[src/rtl/norm_pkg.sv]
// rtl/norm_pkg.sv - shared state encodings and stage widths for normalizer_32
// Stage k of the normalizer shifts by 2^k; stage_width maps index to that amount.
package norm_pkg;

  typedef enum logic [2:0] {
    ST_IDLE = 3'd0,
    ST_S4   = 3'd1,
    ST_S3   = 3'd2,
    ST_S2   = 3'd3,
    ST_S1   = 3'd4,
    ST_S0   = 3'd5,
    ST_DONE = 3'd6
  } state_t;

  localparam logic [4:0] SW_16 = 5'd16;
  localparam logic [4:0] SW_8  = 5'd8;
  localparam logic [4:0] SW_4  = 5'd4;
  localparam logic [4:0] SW_2  = 5'd2;
  localparam logic [4:0] SW_1  = 5'd1;

  function automatic logic [4:0] stage_width(input logic [2:0] k);
    case (k)
      3'd4:    return SW_16;
      3'd3:    return SW_8;
      3'd2:    return SW_4;
      3'd1:    return SW_2;
      default: return SW_1;
    endcase
  endfunction

endpackage

[src/rtl/norm_stage.sv]
// rtl/norm_stage.sv - one combinational normalize step, shared across stages S4..S0
// Sign-compare path exists only when NORMALIZER_32_ARITH_EN is defined.
module norm_stage
  import norm_pkg::*;
(
  input  logic [31:0] w,
  input  logic [2:0]  idx,
  input  logic        arith,
  output logic        hit,
  output logic [31:0] w_shift
);

  logic [4:0]  n;
  logic [31:0] top_mask;

  always_comb begin
    n        = stage_width(idx);
    top_mask = ~(32'hFFFF_FFFF >> n);
    w_shift  = w << n;
`ifdef NORMALIZER_32_ARITH_EN
    // Arith mode looks at n+1 top bits: all must match the sign bit.
    if (arith)
      hit = (((w ^ {32{w[31]}}) & {1'b1, top_mask[31:1]}) == 32'd0);
    else
      hit = ((w & top_mask) == 32'd0);
`else
    hit = ((w & top_mask) == 32'd0);
`endif
  end

`ifndef NORMALIZER_32_ARITH_EN
  logic unused_arith;
  assign unused_arith = arith;
`endif

endmodule

[src/rtl/normalizer_32.sv]
// rtl/normalizer_32.sv - multi-cycle 32-bit leading-zero / redundant-sign normalizer
// Arith (redundant-sign) mode is enabled by defining NORMALIZER_32_ARITH_EN.
module normalizer_32
  import norm_pkg::*;
(
  input  logic        Clk,
  input  logic        Rst,
  input  logic        Start,
  input  logic [31:0] X,
  input  logic        Arith,
  output logic        Busy,
  output logic        Done,
  output logic [31:0] Sh,
  output logic [4:0]  Sa,
  output logic        Zero
);

  state_t      state_q, state_d;
  logic [31:0] w_q;
  logic [4:0]  sa_q;
  logic        zero_q;
  logic [2:0]  stage_idx;
  logic        stage_en;
  logic        hit;
  logic [31:0] w_shift;
  logic [31:0] w_next;
  logic [4:0]  sa_next;
  logic        final_zero;
  logic        stage_arith;

`ifdef NORMALIZER_32_ARITH_EN
  logic arith_q;
  assign stage_arith = arith_q;
`else
  logic unused_arith_in;
  assign unused_arith_in = Arith;
  assign stage_arith     = 1'b0;
`endif

  norm_stage u_stage (
    .w       (w_q),
    .idx     (stage_idx),
    .arith   (stage_arith),
    .hit     (hit),
    .w_shift (w_shift)
  );

  always_comb begin
    state_d   = state_q;
    stage_idx = 3'd0;
    stage_en  = 1'b0;
    case (state_q)
      ST_IDLE: if (Start) state_d = ST_S4;
      ST_S4:   begin state_d = ST_S3;   stage_idx = 3'd4; stage_en = 1'b1; end
      ST_S3:   begin state_d = ST_S2;   stage_idx = 3'd3; stage_en = 1'b1; end
      ST_S2:   begin state_d = ST_S1;   stage_idx = 3'd2; stage_en = 1'b1; end
      ST_S1:   begin state_d = ST_S0;   stage_idx = 3'd1; stage_en = 1'b1; end
      ST_S0:   begin state_d = ST_DONE; stage_idx = 3'd0; stage_en = 1'b1; end
      ST_DONE: state_d = ST_IDLE;
      default: state_d = ST_IDLE;
    endcase
  end

  // Zero is decided from the post-S0 values so it lands together with DONE.
  always_comb begin
    w_next  = hit ? w_shift : w_q;
    sa_next = hit ? (sa_q | (5'd1 << stage_idx)) : sa_q;
`ifdef NORMALIZER_32_ARITH_EN
    final_zero = (w_next == 32'd0) ||
                 (arith_q && (sa_next == 5'd31) && (w_next == 32'h8000_0000));
`else
    final_zero = (w_next == 32'd0);
`endif
  end

  always_ff @(posedge Clk) begin
    if (Rst) begin
      state_q <= ST_IDLE;
      w_q     <= 32'd0;
      sa_q    <= 5'd0;
      zero_q  <= 1'b0;
`ifdef NORMALIZER_32_ARITH_EN
      arith_q <= 1'b0;
`endif
    end else begin
      state_q <= state_d;
      if (state_q == ST_IDLE && Start) begin
        w_q     <= X;
        sa_q    <= 5'd0;
        zero_q  <= 1'b0;
`ifdef NORMALIZER_32_ARITH_EN
        arith_q <= Arith;
`endif
      end else if (stage_en) begin
        w_q  <= w_next;
        sa_q <= sa_next;
        if (state_q == ST_S0) zero_q <= final_zero;
      end
    end
  end

  assign Busy = (state_q != ST_IDLE);
  assign Done = (state_q == ST_DONE);
  assign Sh   = w_q;
  assign Sa   = sa_q;
  assign Zero = zero_q;

endmodule

[config.mk]
export PLATFORM = sky130hd
export DESIGN_NAME = normalizer_32
export DESIGN_NICKNAME = d
export VERILOG_FILES = /design/src/rtl/norm_pkg.sv /design/src/rtl/norm_stage.sv /design/src/rtl/normalizer_32.sv
export SDC_FILE = /design/constraint.sdc
export NUM_CORES = 1
export LEC_CHECK = 0
export CAP_MARGIN = 20
export CELL_PAD_IN_SITES_DETAIL_PLACEMENT = 1
export CELL_PAD_IN_SITES_GLOBAL_PLACEMENT = 1
export CORE_ASPECT_RATIO = 1.2
export CORE_UTILIZATION = 35
export CTS_BUF_LIST = sky130_fd_sc_hd__clkbuf_4 sky130_fd_sc_hd__clkbuf_8 sky130_fd_sc_hd__clkbuf_16
export DETAILED_ROUTE_END_ITERATION = 8
export GPL_ROUTABILITY_DRIVEN = 0
export HOLD_SLACK_MARGIN = 0.08
export PLACE_DENSITY = 0.78
export SYNTH_ARGS = -nofsm -noshare
export SYNTH_HDL_FRONTEND = slang
export SYNTH_SLANG_ARGS = --single-unit
[constraint.sdc]
create_clock -name Clk -period 2.8 [get_ports Clk]
set_input_delay 0.56 -clock Clk [delete_from_list [all_inputs] [get_ports Clk]]
set_output_delay 0.56 -clock Clk [all_outputs]
set_load 0.005 [all_outputs]
### Yosys cells after proc, flatten, opt, wreduce, memory -nomap -nowiden

Cells that the tools add are included.

* bits in latches: 0
* input port bits: 36
* register bits after elaboration: 41
* word-level logic and storage cells: 39
* memory bits (read-only): 0
* memories kept: 0
* RAM bits: 0

* $add $sub $neg: 0
* mux-type cells: 8
* reduce and logical (&&, ||, !) cells: 10
* equal/unequal tests: 11
* multipliers: 0
* bitwise gates (word level): 3
* $lt $le $gt $ge: 0
* divide/modulo/power cells: 0
* shifts and indexed selects: 3

Operator list (number)
* 2-to-1 mux 32 bit: 3
* zero test 32 bit: 2
* bitwise AND 32 bit: 1
* inverter 32 bit: 1
* left shift 32 x 5 -> 32 bit: 1
* >> shifter 32 x 5 -> 32 bit, first input constant: 1
* one-hot mux 5 bit (4 select lines): 1
* one-hot mux 3 bit (6 select lines): 1
* equality test 3 x 2 -> 1 bit, second input constant: 4
* equality test 3 bit, second input constant: 4
* one-hot mux 3 bit (4 select lines): 1
* equality test 3 x 1 -> 1 bit, second input constant: 2
* bitwise OR 5 bit: 1
* OR reduction 5 bit: 1
* left shift 1 x 3 -> 5 bit, first input constant: 1
* AND reduction 2 bit: 2
* zero test 3 bit: 1
* 2-to-1 mux 3 bit: 1
* nonzero test 3 bit: 1
* inequality test 2 bit, second input constant: 1
* nonzero test 2 bit: 1
* OR reduction 2 bit: 1
* logical AND 1 bit: 1
* 2-to-1 mux 1 bit: 1

### Depth between registers and ports, before layout

* word-level depth: 11
* mapped depth: 12
* gate-level depth less buffers: 8

### Hierarchy

From an unflattened synthesis, not the netlist that was laid out.

* cell total of the unflattened synthesis: 496
* area total of the unflattened synthesis: 3822.4 um^2

By module, submodules not included
* normalizer_32: cells each 230, area each 2020.7 um^2, times used 1
* norm_stage: cells each 266, area each 1801.7 um^2, times used 1

### Worst setup path after synthesis

No wires, ideal clock.

* path kind: register to register
* from: register state_q[0]
* to: register zero_q, in the netlist Zero
* stages on the path, launching flop included: 12
* path slack: 0.640 ns
* period minus slack after synthesis: 2.160 ns
* arrival: 2.091 ns
* path through: dfxtp_1 > buf_6 > buf_6 > buf_2 > mux4_2 > nor2_1 > a31oi_1 > nor4_2 > o211ai_1 > a2111oi_0 > nand3_1 > o21ai_1

* word-level cells in the longest chain between the ends: 10
* elaborated cells on any way between the ends: 24
* classes of those cells: eq/ne: 9; shift: 2; mux: 4; bitwise: 2; reduce/logical: 7

RTL lines
* start, declared: RTL line normalizer_32.sv:18 `state_t state_q, state_d;`
* start signal, assigned: RTL line normalizer_32.sv:86 `state_q <= state_d;`
* equality test 3 bit, or another cell as far along: RTL line normalizer_32.sv:52 `case (state_q)`
* one-hot mux 3 bit (4 select lines): RTL line normalizer_32.sv:52
* equality test 3 x 1 -> 1 bit, or another cell as far along: RTL line norm_pkg.sv:22 `case (k)`
* one-hot mux 5 bit (4 select lines): RTL line norm_pkg.sv:22
* >> shifter 32 x 5 -> 32 bit: RTL line norm_stage.sv:18 `top_mask = ~(32'hFFFF_FFFF >> n);`
* inverter 32 bit: RTL line norm_stage.sv:18
* bitwise AND 32 bit: RTL line norm_stage.sv:27 `hit = ((w & top_mask) == 32'd0);`
* zero test 32 bit: RTL line norm_stage.sv:27
* 2-to-1 mux 32 bit: RTL line normalizer_32.sv:66 `w_next = hit ? w_shift : w_q;`
* zero test 32 bit: RTL line normalizer_32.sv:72 `final_zero = (w_next == 32'd0);`
* end signal, assigned: RTL line normalizer_32.sv:97 `if (state_q == ST_S0) zero_q <= final_zero;`
* end, declared: RTL line normalizer_32.sv:21 `logic zero_q;`

Several ways; a longest one is shown, not always the timed one.
A chain may end at the register's enable or synchronous reset.

### Worst setup path after layout

* from: register state_q[1]
* to: register zero_q, in the netlist Zero

Same word-level chain as after synthesis.

==> qor.csv <==
metric,value,unit
cap_violations,0,
ios,76,
final_area,4300,um2
postRouteAntennaNets,0,
dr.pass1.iters,5,
post-route-min-period,2650,ps
place_inst,607,
hp-start,Sa[2],
htree_levels,2,
die_y,107,um
gr-usage-all-layers,0.291,
cts_buffers,5,
cp_cell_sequence,buf_4 > buf_4 > and2_4 > a221oi_1 > a31oi_1 > nor4_1 > nand3_1 > o31ai_2 > nand4_1 > o21ai_1,
whs_endpoint,Sa[2],
layout_common_cells,"nand2_1 (82), clkdlybuf4s50_1 (74), a21oi_1 (45), buf_4 (41), dfxtp_1 (39)",
fin_skew,6.57,ps
async_flop_share,0,
die_w,89.2,um
switching_power,0.946,mW
wl_met3,732,um
netlist.area_leader.share,0.257,
drt-met1-wl,5450,um
core_area,8700,um2
synth_area_per_cell,7.55,um2
clkLatencyLatePin,320,ps
ir_drop,0.260,mV
final_common_cell,nand2_1,
synthCells,423,
reg2reg_from,state_q[1],
drc_errors,0,
synth_nets,459,
start_kind,flip-flop,
crit_type,reg2reg,
clkPwrFrac,0.218,
hold_viol_final,0,
grt_pass1_vias,3910,
wl_met2,6600,um
grt_setup_unrepaired,false,
critPathMaxFanout,20,
synth_edf_count,0,
outcome,completed,
hold_class,reg2reg,
synth_largest_area_cell,dfxtp_1,
clock_sinks,41,
cp_top_family,simple AND/OR/NAND/NOR gates,
max_freq,378,MHz
synth_seq_cells,41,
ys_seq_area_frac,0.257,
io_buffers,74,
power_frac_seq,0.325,
avgRoutedWirePerCell,21.3,um
setup_viol,0,
antenna_found_initial,0,
slowest_stage,dfxtp_4,
cp.required,3060,ps
fin_ws,155,ps
antenna_cells,0,
path_clk_slew,90,ps
drive_gt1_frac,0.165,
p_comb_frac,0.458,
worstMarginPinSlew,883,ps
dpl_cell_area,4150,um2
root_buffer,clkbuf_8,
detail_route.wirelength,13200,um
drt_iter0_markers,303,
num_rows,37,
r2r_setup_slack,150,ps
slowest_delay,460,ps
switching_share,0.399,
grt_overflow,0,
post-place-ws,100,ps
crit_buf_inv,2,
cp.arrival,2900,ps
powerDensity,551,nW/um2
cts_tree,yes,
dp_hpwl,9570,um
cp-end-kind,flip-flop,
synth_area_leaders,"dfxtp_1 (26%), nand2_1 (9.6%), a22oi_1 (7.3%)",
routed_via_density,6.18,
power_leakage,1.48,nW
fin_cells,619,
initial_core_util,0.367,
netlist_area,3190,um2
drv_slew,0,
slew_headroom,0.410,
ys_types,57,
min_delay_path_depth,1,
clockBufferDepth,2,
routed.top_layer,met4,
crit_top_cell,buf_4,
reg2reg_depth,10,
yosysWarnings,0,
grt_pass1_wl,21000,um
period_share,0.945,
tns,0,ps
rr_endpoint,Zero,
synth_ff_type,dfxtp_1,
grt_max_degree,41,
vias,3826,
fin_nets,537,
area_delta_synth_final,34.5,%
die_area,9510,um2
p_int,1.42,mW
==> cell usage after synthesis (7+ instances only) <==
cell	number
nand2_1	82
a31oi_1	17
a21oi_1	45
mux2_2	9
mux4_2	7
a22oi_1	31
nor3_1	12
nor2_1	20
clkbuf_1	17
buf_2	14
dfxtp_1	41
nor4_1	7
nand2b_1	7
a221oi_1	11
==> metal layers <==
layer / up-vias / global-route usage
li1: 1747 / -
met2: 166 / 0.485
met3: 32 / 0.0400
met4: 0 / 0.153
met5: - / 0
met1: 1881 / 0.358
==> power groups by stage <==
stage	registers (mW)	clock network (mW)	logic, mW
final	0.769	0.515	1.08
after global routing	0.777	0.536	1.17
after CTS	0.765	0.521	1.06
after floorplan	0.729	0	0.632
after global placement	0.774	0	1.03
after detailed placement	0.779	0	1.06
==> worst max path at each step <==
stage	startpoint	to	slack [ps]	cells past startpoint
floorplan	state_q[0]	Zero	640	11
global placement	state_q[1]	Zero	170	9
detailed placement	state_q[1]	Zero	100	9
CTS	state_q[1]	Zero	80	9
global route	state_q[1]	Zero	8	11
finish	state_q[1]	Zero	150	10
==> repair_timing <==
action,CTS,global route
setup endpoints to repair,0,30
buffers inserted,0,4
hold buffers,0,0
gates resized for setup,0,2
==> sequential cells by signal (all words and copies together) (netlist names) <==
register  cells
Sh           32
state_q       3
Zero          1
Sa            5
==> kinds of logic (layout without fill, tap and decap cells) <==
logic type,count (synthesis),after routing,synth area share
muxes,24,24,0.109
xor gates and xnor gates,1,1,0.00274
and+or+nand+nor,157,157,0.230
buffers and inverters,52,131,0.0819
DFF,41,41,0.257
AOI/OAI and AO/OA,148,148,0.319
==> stage by stage <==
step                power, mW   util  hold WS (ps)
floorplan                1.36      -           453
finish                   2.37  0.494           479
global route             2.48  0.494           506
detailed placement       1.84  0.477           461
global placement         1.80  0.477           458
CTS                      2.35  0.490           484
==> final cells by class <==
| cell class | instances | area (um2) |
|---|---|---|
| flip-flops and latches | 41 | 826 |
| clock buffers | 5 | 68.8 |
| multi-input cells | 330 | 2120 |
| well taps | 117 | 146 |
| repair buffers | 116 | 1070 |
| inverters | 7 | 26.3 |
| fillers | 1116 | 4410 |
| clock inverters | 3 | 46.3 |
Note: power is estimated with default switching activity, not from simulation.
